File: src/rtl/pc_sequencer_pkg.sv
// Shared definitions for the program-counter sequencer: next-PC select
// encoding and default parameter values.
package pc_sequencer_pkg;

    localparam int DEFAULT_WIDTH        = 16;
    localparam int DEFAULT_DEPTH        = 4;
    localparam int DEFAULT_RESET_VECTOR = 0;

    typedef enum logic [2:0] {
        SEL_HOLD,
        SEL_RET,
        SEL_CALL,
        SEL_JUMP,
        SEL_BRANCH,
        SEL_INC
    } pc_sel_e;

endpackage : pc_sequencer_pkg

File: src/rtl/pc_ras.sv
// Return-address stack: LIFO of DEPTH entries with occupancy count.
// Push is ignored while full, pop is ignored while empty; pop wins if both are asserted.
module pc_ras #(
    parameter int WIDTH = 16,
    parameter int DEPTH = 4
) (
    input  logic                           clk,
    input  logic                           reset,
    input  logic                           push,
    input  logic                           pop,
    input  logic [WIDTH-1:0]               push_data,
    output logic [WIDTH-1:0]               top,
    output logic                           full,
    output logic                           empty,
    output logic [$clog2(DEPTH+1)-1:0]     depth
);

    localparam int DW = $clog2(DEPTH + 1);
    localparam int AW = (DEPTH > 1) ? $clog2(DEPTH) : 1;

    logic [WIDTH-1:0] mem [DEPTH];
    logic [AW-1:0]    wr_idx;
    logic [AW-1:0]    top_idx;
    logic             do_push;
    logic             do_pop;

    assign full    = (depth == DW'(DEPTH));
    assign empty   = (depth == '0);
    assign do_pop  = pop && !empty;
    assign do_push = push && !pop && !full;
    assign wr_idx  = AW'(depth);
    assign top_idx = AW'(depth - DW'(1));
    assign top     = mem[top_idx];

    // NOTE: storage has no reset; entries are only read below depth, which is reset.
    always_ff @(posedge clk) begin
        if (do_push) begin
            mem[wr_idx] <= push_data;
        end
    end

    // NOTE: sequential state uses non-blocking assignments so every register
    // samples the pre-edge values regardless of process ordering.
    always_ff @(posedge clk) begin
        if (reset) begin
            depth <= '0;
        end else if (do_pop) begin
            depth <= depth - DW'(1);
        end else if (do_push) begin
            depth <= depth + DW'(1);
        end
    end

endmodule : pc_ras

File: src/rtl/pc_sequencer.sv
// Program-counter sequencer with jump, call/return via a return-address
// stack, conditional relative branch, stall and sticky stack error flags.
module pc_sequencer
    import pc_sequencer_pkg::*;
#(
    parameter int               WIDTH        = DEFAULT_WIDTH,
    parameter int               DEPTH        = DEFAULT_DEPTH,
    parameter logic [WIDTH-1:0] RESET_VECTOR = WIDTH'(DEFAULT_RESET_VECTOR)
) (
    input  logic                       clk,
    input  logic                       reset,
    input  logic                       stall,
    input  logic                       jump,
    input  logic                       call,
    input  logic                       ret,
    input  logic                       branch,
    input  logic                       cond,
    input  logic [WIDTH-1:0]           target,
    input  logic [WIDTH-1:0]           offset,
    output logic [WIDTH-1:0]           program_counter,
    output logic [$clog2(DEPTH+1)-1:0] stack_depth,
    output logic                       stack_overflow,
    output logic                       stack_underflow
);

    pc_sel_e          sel;
    logic [WIDTH-1:0] pc_inc;
    logic [WIDTH-1:0] next_pc;
    logic [WIDTH-1:0] ras_top;
    logic             ras_full;
    logic             ras_empty;
    logic             set_overflow;
    logic             set_underflow;

    assign pc_inc = program_counter + WIDTH'(1);

    // NOTE: every signal gets a default first so this block can never infer a latch.
    always_comb begin
        sel = SEL_INC;
        if (stall) begin
            sel = SEL_HOLD;
        end else if (ret) begin
            // A return from an empty stack falls through to a plain increment.
            sel = ras_empty ? SEL_INC : SEL_RET;
        end else if (call) begin
            sel = SEL_CALL;
        end else if (jump) begin
            sel = SEL_JUMP;
        end else if (branch && cond) begin
            sel = SEL_BRANCH;
        end
    end

    always_comb begin
        next_pc = program_counter;
        unique case (sel)
            SEL_HOLD:   next_pc = program_counter;
            SEL_RET:    next_pc = ras_top;
            SEL_CALL:   next_pc = target;
            SEL_JUMP:   next_pc = target;
            SEL_BRANCH: next_pc = program_counter + offset;
            SEL_INC:    next_pc = pc_inc;
            default:    next_pc = program_counter;
        endcase
    end

    assign set_overflow  = (sel == SEL_CALL) && ras_full;
    assign set_underflow = !stall && ret && ras_empty;

    always_ff @(posedge clk) begin
        if (reset) begin
            program_counter <= RESET_VECTOR;
            stack_overflow  <= 1'b0;
            stack_underflow <= 1'b0;
        end else begin
            program_counter <= next_pc;
            stack_overflow  <= stack_overflow | set_overflow;
            stack_underflow <= stack_underflow | set_underflow;
        end
    end

    pc_ras #(
        .WIDTH (WIDTH),
        .DEPTH (DEPTH)
    ) u_ras (
        .clk       (clk),
        .reset     (reset),
        .push      (sel == SEL_CALL),
        .pop       (sel == SEL_RET),
        .push_data (pc_inc),
        .top       (ras_top),
        .full      (ras_full),
        .empty     (ras_empty),
        .depth     (stack_depth)
    );

endmodule : pc_sequencer

File: config.mk
export PLATFORM = sky130hd
export DESIGN_NAME = pc_sequencer
export DESIGN_NICKNAME = d
export VERILOG_FILES = /design/src/rtl/pc_sequencer_pkg.sv /design/src/rtl/pc_ras.sv /design/src/rtl/pc_sequencer.sv
export SDC_FILE = /design/constraint.sdc
export NUM_CORES = 1
export LEC_CHECK = 0
export CORE_UTILIZATION = 45
export DETAILED_ROUTE_END_ITERATION = 16
export GPL_ROUTABILITY_DRIVEN = 1
export PLACE_DENSITY = 0.67
export SLEW_MARGIN = 10
export SYNTH_ARGS = -nofsm -noshare
export SYNTH_HDL_FRONTEND = slang
export SYNTH_SLANG_ARGS = --single-unit
File: constraint.sdc
create_clock -name clk -period 5.35 [get_ports clk]
set_input_delay 1.07 -clock clk [delete_from_list [all_inputs] [get_ports clk]]
set_output_delay 1.07 -clock clk [all_outputs]
set_load 0.005 [all_outputs]
==> results.cfg <==
[status]
outcome = finished clean

[global_route]
grt_max_degree = 24
antenna_found_initial = 0
gr-total-overflow = 0
grt_pass1_vias = 3327
grt_usage_pct = 22.6
grt_pass1_wl_mm = 17.7

[die]
rows = 36
die_h_um = 103
die_width_um = 103
pin_count = 61
core_um2 = 9860
initial_core_util_pct = 46.9
die-area_um2 = 10700

[pwr]
p_leak_nw = 1.93
cellPowerDensity_nw_per_um2 = 299
peakVddDrop_v = 0.000143

[hold_path]
hp-start = stack_underflow
hold_class = reg2reg
hold_depth = 2
min_to = stack_underflow

[clocking]
cts_resized = 0
clock_path_buffers = 2
cts-hold-fix-buffers = 0
insertion_delay_ns = 0.35
h-tree-depth = 3
cts.sinks = 85
cts_tree = built
postCtsSetupBuffers = 0
ctsRootBufferMaster = clkbuf_8
clk_pin_slew_ns = 0.10
cts_buffers = 9

[place]
globalplace.congestion = 0.929
hpwl_mm = 8.27
place_inst = 566
pre_cts_slack_ns = 1.45
port-buffer-count = 60

[sta]
finalSetupTns_ns = 0
slew-limit-headroom_pct = 41.1
fin_crit_sh_pct = 66.0
hold_viol = 0
final-max-slew-violation-count = 0
setup-violations-final = 0
rsz0062_at_grt = no
min_period_ns = 3.53
tightest_slew_ns = 0.881
layout_setup_ws_ns = 1.82
fmax_mhz = 283
fin_skew_ns = 0.0103

[cells_and_area]
final_cells = 582
layout-drive-gt1-share_pct = 9.80
nets = 506
area_delta_synth_final_pct = 19.3
n_antenna_cell = 0
fillers = 850
final_util_pct = 55.9

[run]
maxCapViolCount = 0

[setup_path]
critPathArrivalTime_ns = 3.51
crit_path_end_kind = flop
required_ns = 5.32
worst-path-max-fanout = 23
worstSetupPathType = in2reg
r2r_start = u_ras.depth[0]
ff2ff_setup_slack_ns = 2.39
r2r_end = program_counter[14]
ff2ff_path_depth = 8
cp-start-kind = primary input

[synth]
synthFlopType = edfxtp_1
yosys-top-cells-count = edfxtp_1, a21oi_1, nand2_1
ys_types = 65
synthMostInstantiatedCell = edfxtp_1
yosys_warnings = 0
synth_top_area_share_pct = 41.5
syn_avg_cell_area_um2 = 12.0
synth_fp_nets = 447
yosys_register_bits = 85
syn_area_um2 = 4630
synth_edf_count = 64
synth_seq_area_share_pct = 50.6
synthTopCellsByArea = edfxtp_1, dfxtp_1, mux4_2
yosysTopAreaCell = edfxtp_1
postSynthCellCount = 385
async_flop_share_pct = 0

[routing]
drc = 0
first_iter_violations = 203
wirelength_mm = 11.4
vias = 3454
drt_pass1_iterations = 4
vias_per_cell = 5.93
antenna_left = 0
wl_per_cell_um = 19.5
[cells in the final DEF (no fill, tap or decap), drive strengths merged, types with 15 or more instances in the layout]
cell type and n:
a21oi 30, clkdlybuf4s50 60, dfxtp 21, edfxtp 64, ha 21, inv 16, mux4 16, nand2 26
nand3 16, nor2 20, o21ai 15, xnor2 16
[power breakdown]
group / internal [mW] / switching (mW) / leakage, nW
registers: 0.753 / 0.0391 / 0.760
logic: 0.209 / 0.229 / 1.08
clock network: 0.175 / 0.245 / 0.0898
total: 1.14 / 0.513 / 1.93
[state kept, by name, indices dropped and copies added (netlist names)]
register	flops
stack_overflow	1
stack_underflow	1
u_ras.depth	3
u_ras.mem	64
program_counter	16
[metal layers]
layer / track usage [%] / part of all wire, %
met3: 3.49 / 6.2
met2: 35.3 / 46
met1: 32.2 / 45
met4: 8.45 / 2.0
met5: 0 / 0
[worst max path at each step]
| stage | start | to | slack, ns |
|---|---|---|---|
| 2_1_floorplan | offset[0] | program_counter[14] | 2.77 |
| 3_3_place_gp | stall | u_ras.mem[3][4] | 1.56 |
| 3_5_place_dp | stall | u_ras.mem[2][2] | 1.45 |
| 4_1_cts | stall | u_ras.mem[2][11] | 1.81 |
| 5_1_grt | stall | u_ras.mem[2][11] | 1.58 |
| 6_report | stall | u_ras.mem[3][10] | 1.82 |
[area by class of cell]
cell class / count / area (µm²) / area share [%]
flip-flops and latches: 85 / 2340 / 42.5
multi-input cells: 272 / 2150 / 39.1
repair buffers: 63 / 623 / 11.3
well taps: 133 / 166 / 3.02
clock buffers: 9 / 124 / 2.25
clock inverters: 7 / 57.6 / 1.04
inverters: 13 / 48.8 / 0.885
[logic make-up (layout without fill, tap and decap cells)]
family | count (synthesis) | in the layout | share of synthesized area [%]
multiplexers | 16 | 16 | 7.79
flip-flops | 85 | 85 | 50.6
XOR/XNOR | 23 | 23 | 4.35
AND/OR/NAND/NOR | 104 | 104 | 12.1
AO/OA/AOI/OAI | 107 | 107 | 16.2
adder cells (fa/ha/maj) | 22 | 22 | 6.11
buffers and inverters | 28 | 92 | 2.79
[per-stage QoR]
step,area (µm²),hold slack (ns),power (mW)
4_1_cts,5520,0.496,1.66
6_report,5520,0.484,1.65
2_1_floorplan,4630,0.465,1.08
5_1_grt,5520,0.519,1.74
3_5_place_dp,5340,0.473,1.24
3_3_place_gp,5340,0.470,1.23
[worst max-delay path, cell delays in order]
cell             delay (ns)
clkdlybuf4s50_1        0.86
nor2_1                 0.39
nand2_1                0.11
a21oi_1                0.35
and2_1                 0.73
Note: power is estimated with default switching activity, not from simulation.
